$ cat src/rtl/cga_idbctl_src_seq_if.sv
// Source-select handshake between a requester and the IDB source sequencer.
// The master drives the request and source code; the slave returns ack, error and busy.
interface cga_idbctl_src_seq_if;
    logic       sel_req;
    logic [2:0] sel_src;
    logic       sel_ack;
    logic       err_bad_src;
    logic       busy;

    modport master (
        output sel_req,
        output sel_src,
        input  sel_ack,
        input  err_bad_src,
        input  busy
    );

    modport slave (
        input  sel_req,
        input  sel_src,
        output sel_ack,
        output err_bad_src,
        output busy
    );
endinterface

$ cat src/rtl/cga_idbctl_src_seq.sv
// Sequencer gating one IDB bit-0 status source at a time: setup, drive, turnaround.
// Define IDBCTL_SRC_SNAPSHOT_EN to hold the status flags captured at accept while driving.
module cga_idbctl_src_seq #(
    parameter int DRIVE_CYCLES = 2,
    parameter int TURN_CYCLES  = 1,
    parameter int CW           = 4
) (
    input  logic                    sysclk,
    input  logic                    sys_rst_n,
    cga_idbctl_src_seq_if.slave     sel,
    input  logic                    d_in,
    input  logic                    m_in,
    input  logic                    v_in,
    input  logic                    s_in,
    input  logic                    pcr_in,
    input  logic                    pgs_in,
    output logic                    idb_oe,
    output logic [5:0]              e_pins,
    output logic                    d,
    output logic                    m,
    output logic                    v,
    output logic                    s,
    output logic                    pcr,
    output logic                    pgs
);

    typedef enum logic [1:0] {
        S_IDLE,
        S_SETUP,
        S_DRIVE,
        S_TURN
    } state_t;

    state_t        state_q, state_d;
    logic [CW-1:0] cnt_q, cnt_d;
    logic [5:0]    e_pins_q, e_pins_d;
    logic          ack_q, ack_d;
    logic          err_q, err_d;
    logic          busy_q, busy_d;
    logic          oe_q, oe_d;
    logic [5:0]    dec;
    logic          legal;
    logic          accept;

    always_comb begin
        dec   = 6'b000000;
        legal = 1'b1;
        case (sel.sel_src)
            3'd0:    dec = 6'b000001;
            3'd1:    dec = 6'b000010;
            3'd2:    dec = 6'b000100;
            3'd3:    dec = 6'b001000;
            3'd4:    dec = 6'b010000;
            3'd5:    dec = 6'b100000;
            default: legal = 1'b0;
        endcase
    end

    // A request is not re-sampled in the cycle its error ack is shown.
    assign accept = (state_q == S_IDLE) && sel.sel_req && !ack_q;

    always_comb begin
        state_d  = state_q;
        cnt_d    = cnt_q;
        e_pins_d = e_pins_q;
        err_d    = 1'b0;
        unique case (state_q)
            S_IDLE: begin
                e_pins_d = 6'b000000;
                if (accept) begin
                    if (legal) begin
                        state_d  = S_SETUP;
                        e_pins_d = dec;
                    end else begin
                        err_d = 1'b1;
                    end
                end
            end
            S_SETUP: begin
                state_d = S_DRIVE;
                cnt_d   = CW'(DRIVE_CYCLES - 1);
            end
            S_DRIVE: begin
                if (cnt_q == '0) begin
                    e_pins_d = 6'b000000;
                    if (TURN_CYCLES == 0) begin
                        state_d = S_IDLE;
                    end else begin
                        state_d = S_TURN;
                        cnt_d   = CW'(TURN_CYCLES - 1);
                    end
                end else begin
                    cnt_d = cnt_q - 1'b1;
                end
            end
            S_TURN: begin
                e_pins_d = 6'b000000;
                if (cnt_q == '0) begin
                    state_d = S_IDLE;
                end else begin
                    cnt_d = cnt_q - 1'b1;
                end
            end
            default: state_d = S_IDLE;
        endcase
        // Ack lands in the drive cycle whose count reads zero.
        ack_d  = err_d | ((state_d == S_DRIVE) && (cnt_d == '0));
        busy_d = (state_d != S_IDLE);
        oe_d   = (state_d == S_DRIVE);
    end

    always_ff @(posedge sysclk) begin
        if (!sys_rst_n) begin
            state_q  <= S_IDLE;
            cnt_q    <= '0;
            e_pins_q <= 6'b000000;
            ack_q    <= 1'b0;
            err_q    <= 1'b0;
            busy_q   <= 1'b0;
            oe_q     <= 1'b0;
        end else begin
            state_q  <= state_d;
            cnt_q    <= cnt_d;
            e_pins_q <= e_pins_d;
            ack_q    <= ack_d;
            err_q    <= err_d;
            busy_q   <= busy_d;
            oe_q     <= oe_d;
        end
    end

    assign sel.sel_ack     = ack_q;
    assign sel.err_bad_src = err_q;
    assign sel.busy        = busy_q;
    assign idb_oe          = oe_q;
    assign e_pins          = e_pins_q;

`ifdef IDBCTL_SRC_SNAPSHOT_EN
    logic [5:0] flags_q, flags_d;

    always_comb begin
        flags_d = flags_q;
        if (accept && legal) begin
            flags_d = {d_in, m_in, v_in, s_in, pcr_in, pgs_in};
        end
    end

    always_ff @(posedge sysclk) begin
        if (!sys_rst_n) begin
            flags_q <= 6'b000000;
        end else begin
            flags_q <= flags_d;
        end
    end

    assign {d, m, v, s, pcr, pgs} = flags_q;
`else
    assign {d, m, v, s, pcr, pgs} = {d_in, m_in, v_in, s_in, pcr_in, pgs_in};
`endif

endmodule

$ cat src/flat_wrapper.sv
// flat-port wrapper written by rule: the top's interface ports become plain ports
module cga_idbctl_src_seq_flat 
#(
    parameter int DRIVE_CYCLES = 2,
    parameter int TURN_CYCLES  = 1,
    parameter int CW           = 4
)
  (sysclk, sys_rst_n, d_in, m_in, v_in, s_in, pcr_in, pgs_in, idb_oe, e_pins, d, m, v, s, pcr, pgs, sel_sel_req, sel_sel_src, sel_sel_ack, sel_err_bad_src, sel_busy);
  cga_idbctl_src_seq_if sel_i ();
  input  logic sysclk;
  input  logic sys_rst_n;
  input  logic d_in;
  input  logic m_in;
  input  logic v_in;
  input  logic s_in;
  input  logic pcr_in;
  input  logic pgs_in;
  output logic idb_oe;
  output logic [5:0] e_pins;
  output logic d;
  output logic m;
  output logic v;
  output logic s;
  output logic pcr;
  output logic pgs;
  input wire logic [$bits(sel_i.sel_req)-1:0] sel_sel_req;
  input wire logic [$bits(sel_i.sel_src)-1:0] sel_sel_src;
  output wire logic [$bits(sel_i.sel_ack)-1:0] sel_sel_ack;
  output wire logic [$bits(sel_i.err_bad_src)-1:0] sel_err_bad_src;
  output wire logic [$bits(sel_i.busy)-1:0] sel_busy;
  assign sel_i.sel_req = sel_sel_req;
  assign sel_i.sel_src = sel_sel_src;
  assign sel_sel_ack = sel_i.sel_ack;
  assign sel_err_bad_src = sel_i.err_bad_src;
  assign sel_busy = sel_i.busy;
  cga_idbctl_src_seq #(.DRIVE_CYCLES(DRIVE_CYCLES), .TURN_CYCLES(TURN_CYCLES), .CW(CW)) u_core (.sysclk(sysclk), .sys_rst_n(sys_rst_n), .sel(sel_i), .d_in(d_in), .m_in(m_in), .v_in(v_in), .s_in(s_in), .pcr_in(pcr_in), .pgs_in(pgs_in), .idb_oe(idb_oe), .e_pins(e_pins), .d(d), .m(m), .v(v), .s(s), .pcr(pcr), .pgs(pgs));
endmodule
$ cat config.mk
export PLATFORM = sky130hd
export DESIGN_NAME = cga_idbctl_src_seq_flat
export DESIGN_NICKNAME = d
export VERILOG_FILES = /design/src/rtl/cga_idbctl_src_seq_if.sv /design/src/rtl/cga_idbctl_src_seq.sv /design/src/flat_wrapper.sv
export SDC_FILE = /design/constraint.sdc
export NUM_CORES = 1
export LEC_CHECK = 0
export CAP_MARGIN = 20
export CORE_UTILIZATION = 38
export DETAILED_ROUTE_END_ITERATION = 8
export PLACE_DENSITY = 0.84
export SLEW_MARGIN = 20
export SYNTH_ARGS = -nofsm -noshare
export SYNTH_HDL_FRONTEND = slang
export SYNTH_SLANG_ARGS = --single-unit
$ cat constraint.sdc
create_clock -name sysclk -period 1.75 [get_ports sysclk]
set_clock_uncertainty 0.1 [all_clocks]
set_input_delay 0.2625 -clock sysclk [delete_from_list [all_inputs] [get_ports sysclk]]
set_output_delay 0.2625 -clock sysclk [all_outputs]
set_load 0.03 [all_outputs]
# Word level (Yosys, flattened, before mapping)
# Index checks and enable logic that the tools add are counted.
# word_totals
register_bits	16
# classes
n_reduce_logical	12
n_addsub	1
n_bitwise	1
eq_ne	10
mux	17
# op_table
cell	n
$pmux 6 s6	1
$mux 6	3
$pmux 6 s3	1
$pmux 4 s3	1
$logic_not 4->1	2
$mux 2	4
$mux 4	2
$pmux 2 s4	1
$eq 2x2->1 const B	3
$eq 3x2->1 const B	2
$eq 3x3->1 const B	2
$reduce_or 6->1	1
$mux 1	4
$sub 4x1->4 const B	1
$eq 3x1->1 const B	1
$logic_and 1x1->1	3
$logic_not 3->1	1
$reduce_bool 3->1	1
$eq 2x1->1 const B	1
$logic_not 2->1	1
$ne 2x1->1 const B	1
$reduce_and 2->1	1
$reduce_bool 2->1	1
$logic_not 1->1	1
$or 1x1->1	1

# Longest topological paths before layout
# logic_depth
word_depth	9
ltp_mapped	9

# Worst setup path after synthesis
# No wires, ideal clock.
# synth_timing
path_type	register -> register
startpoint	reg u_core.cnt_q[0]
endpoint	reg u_core.ack_q, in the netlist u_core.sel.sel_ack
n_path_buf	0
required_time_ns	1.526
arrival_ns	1.678
stages_incl_launch_ff	10
synth_period_minus_slack_ns	1.902
setup_slack_ns	-0.152
cell_sequence	dfxtp_1 -> inv_1 -> ha_1 -> nor3b_4 -> inv_1 -> ha_1 -> nand2b_1 -> a32o_1 -> nand4_1 -> o31ai_1
# synth_between
elab_chain_len	6
# synth_rtl
item	line	text
start: declaration	cga_idbctl_src_seq.sv:35	logic [CW-1:0] cnt_q, cnt_d;
start signal: assignment	cga_idbctl_src_seq.sv:123	cnt_q <= cnt_d;
$sub 4x1->4 or $logic_not 4->1 (tied branches)	-	
$mux 4, or another cell as far along	cga_idbctl_src_seq.sv:98	if (cnt_q == '0) begin
$pmux 4 s3 or $pmux 2 s4 (tied branches)	cga_idbctl_src_seq.sv:67	unique case (state_q)
$logic_not 4->1 or $eq 2x2->1 (tied branches)	cga_idbctl_src_seq.sv:107	ack_d = err_d | ((state_d == S_DRIVE) && (cnt_d == '0));
$logic_and 1x1->1 (*)	cga_idbctl_src_seq.sv:107	
$or 1x1->1 (*)	cga_idbctl_src_seq.sv:107	
end signal: assignment	cga_idbctl_src_seq.sv:125	ack_q <= ack_d;
end: declaration	cga_idbctl_src_seq.sv:37	logic ack_q, ack_d;
# Every way passes the cells marked *; elsewhere a longest branch is shown, timed or not.
# A chain may end at the register's enable or synchronous reset.

# Final worst setup path
# Ends and elaborated chain as after synthesis.

==> flow_summary.yaml <==
worst_setup_path:
  rr_worst_depth: 9
  worst_ep_required_time_ns: 1.82
  critPathArrivalTime_ns: 1.90
  timing.critical_path.to_type: "flip-flop"
  timing.critical_path.fanout_max: 2
  critical_path.startpoint_type: "flip-flop"
  worstSetupPathType: "flip-flop to flip-flop"
floorplanning:
  io-pin-count: 28
  fp.dieW_um: 47.15
  floorplan.die_area_um2: 2223
  core-area_um2: 1821
  die_y_um: 47.15
  core.rowCount: 15
  initial_core_utilization: 0.4254
synthesis:
  netlist_area_um2: 774.5
  syn_nets: 99
  post_synth_cell_types: 32
  synthesis.area_per_instance_um2: 9.112
  ys_top_cells_by_area: "sky130_fd_sc_hd__dfxtp_1, sky130_fd_sc_hd__buf_4, sky130_fd_sc_hd__nor2_1"
  yosysSeqAreaShare: 0.4136
  post-synth-top-area-cell: "sky130_fd_sc_hd__dfxtp_1"
  synth-edff-count: 0
  synth_async_sr_flop_share: 0
  synth_top_flop_cell: "sky130_fd_sc_hd__dfxtp_1"
  yosysWarnings: 0
  proportion_of_netlist_area_held_by_the_largest_area_contributor: 0.4136
  postSynthRegisterBits: 16
  synth_cells: 85
power:
  cellLeakagePower_nw: 0.4345
  worst_ir_drop_vdd_mv: 0.5103
  powerDensity_nw_per_um2: 942.4
final_layout:
  insertedDiodeCount: 0
  nets: 121
  sequential_cell_area_in_the_final_layout_um2: 322.8
  areaGrowthSynthToFinish_pct: 36.35
  post_route_cells_drive_above_1_share: 0.2453
  multiInputGateArea_um2: 410.4
  layout_cell_area_excl_fill_um2: 1056
  layoutNonFillerInstCount: 131
  filler_cell_count: 168
  layout_common_cells: "sky130_fd_sc_hd__clkdlybuf4s50_1, sky130_fd_sc_hd__dfxtp_1, sky130_fd_sc_hd__nor2_1"
  layout_commonest_cell: "sky130_fd_sc_hd__clkdlybuf4s50_1"
clocking:
  clock-sinks: 16
  clk_pin_slew_ns: 0.10
  htree_levels: 1
  tritoncts.num_buffers: 3
  clk_root_buffer_cell: "sky130_fd_sc_hd__clkbuf_4"
  clk_latency_ns: 0.28
  cts-root-to-sink-buffers: 2
  cts_tree: "yes"
routing:
  detailedRoute.firstPassIterationCount: 5
  routed_wire_length_per_instance_um: 13.13
  drtAntennaViolNets: 0
  initialDrtViolationCount: 16
  drc: 0
  routed_via_count_divided_by_cell_count: 5.084
  num_vias: 666
  postRouteWirelength_mm: 1.720
worst_hold_path:
  min_path_cells: 2
  min-delay-path-class: "flip-flop to flip-flop"
timing:
  min_period_over_period: 1.046
  finalHoldViolCount: 0
  setup_violations: 3
  layout_min_cycle_time_ns: 1.830
  report.final.slew_viol_count: 0
  fmax_ghz: 0.5465
  tightestPinTransition_ns: 0.4474
  rsz0062_at_grt: "true"
  min_setup_slack_post_route_ns: -0.07983
  max_slew_margin: 0.7013
global_routing:
  grt_first_pass_wirelength_mm: 2.746
  antenna_found_initial: 0
  largest_net_degree_at_the_start_of_global_routing: 15
  grt_overflow: 0
  grtUsageTotal: 0.1750
  first_global_vias: 650
run_status:
  failed_checks: "setup timing"
  outcome: "finished, violations left"
place:
  place_area_um2: 974.7
  gpl.final_weighted_congestion: 0.7390
  count_of_port_buffers_added_during_placement: 15
  post-place-cells: 125
  dpl_wire_length_mm: 1.197
job:
  cap_viol_max_count: 0
-- logic make-up (layout without fill, tap and decap cells) --
family                   count (synthesis)  in the layout  synth area share
AND/OR/NAND/NOR                         37             37            0.2876
flip-flops                              16             16            0.4136
AO/OA/AOI/OAI                           15             15            0.1551
buffers and inverters                   14             35            0.1002
adder cells (fa/ha/maj)                  2              2           0.03231
XOR/XNOR                                 1              1           0.01131
-- registers in the layout, indices dropped and copies added, names as in the netlist --
| signal | cells |
|---|---|
| u_core.sel.err_bad_src | 1 |
| u_core.sel.busy | 1 |
| u_core.idb_oe | 1 |
| u_core.state_q | 2 |
| u_core.sel.sel_ack | 1 |
| u_core.cnt_q | 4 |
| u_core.e_pins | 6 |
-- critical path, cell delays in order, from the launching register on --
cell and delay [ns]:
sky130_fd_sc_hd__dfxtp_2 0.34, sky130_fd_sc_hd__inv_2 0.07, sky130_fd_sc_hd__ha_4 0.12, sky130_fd_sc_hd__nor3b_4 0.18
sky130_fd_sc_hd__inv_1 0.06, sky130_fd_sc_hd__ha_1 0.27, sky130_fd_sc_hd__nand2b_4 0.14, sky130_fd_sc_hd__a32o_2 0.29
sky130_fd_sc_hd__nand4_1 0.08, sky130_fd_sc_hd__o31ai_1 0.07
-- power breakdown --
group          total (mW)  switching [mW]  internal, mW
Clock               0.237           0.111         0.126
Sequential          0.427          0.0337         0.393
Combinational       0.332           0.156         0.176
-- per-layer routing --
metal,vias up,track usage,part of all wire
met3,4,0.02692,0.041
li1,339,-,-
met2,11,0.3333,0.54
met4,0,0.05714,0.0052
met1,312,0.1963,0.42
met5,-,0,0
-- synthesized netlist by cell type (2+ instances only) --
master                     count
sky130_fd_sc_hd__and2_1        4
sky130_fd_sc_hd__nor2_1       11
sky130_fd_sc_hd__buf_2         2
sky130_fd_sc_hd__nand2_1       2
sky130_fd_sc_hd__ha_1          2
sky130_fd_sc_hd__nor3b_1       2
sky130_fd_sc_hd__inv_1         6
sky130_fd_sc_hd__buf_4         6
sky130_fd_sc_hd__dfxtp_1      16
sky130_fd_sc_hd__nand4_1       2
sky130_fd_sc_hd__nand2b_1      5
sky130_fd_sc_hd__nor3_1        2
sky130_fd_sc_hd__o31ai_1       2
sky130_fd_sc_hd__a32oi_1       2
sky130_fd_sc_hd__a22oi_1       4
-- through the flow --
step             util  setup WS [ns]  power (mW)  hold slack [ns]  setup TNS [ns]
2_1_floorplan       -       -0.08146      0.6246           0.2841        -0.08146
3_3_place_gp   0.5354        0.01219      0.7025           0.3787               0
3_5_place_dp   0.5354       -0.06086      0.7112           0.3816        -0.06086
4_1_cts        0.5649       -0.06913      0.9717           0.4077        -0.07204
5_1_grt        0.5801        -0.1973       1.053           0.4251         -0.5711
6_report       0.5801       -0.07983      0.9952           0.4032         -0.1011
-- path summary, 6_finish.rpt --
check                        start  slack (ns)                  to
setup reg to reg   u_core.cnt_q[0]       -0.08  u_core.sel.sel_ack
hold reg to reg   u_core.e_pins[4]        0.40    u_core.e_pins[4]
setup / recovery   u_core.cnt_q[0]       -0.08  u_core.sel.sel_ack
hold / removal    u_core.e_pins[4]        0.40    u_core.e_pins[4]
-- timing repair --
action                                 in CTS  in global routing
hold buffers                                0                  0
endpoints found under the hold margin       0                  0
pin swaps                                   1                  1
gates resized for setup                     3                  4
setup buffers                               1                  1
setup endpoints to repair                   2                  3
-- final cells by class --
cell class | instances | area share
Multi-Input combinational cell | 55 | 0.3886
Sequential cell | 16 | 0.3057
Timing Repair Buffer | 25 | 0.2204
Clock buffer | 4 | 0.03436
Tap cell | 25 | 0.02962
Inverter | 6 | 0.02133
Note: power is estimated with default switching activity, not from simulation.
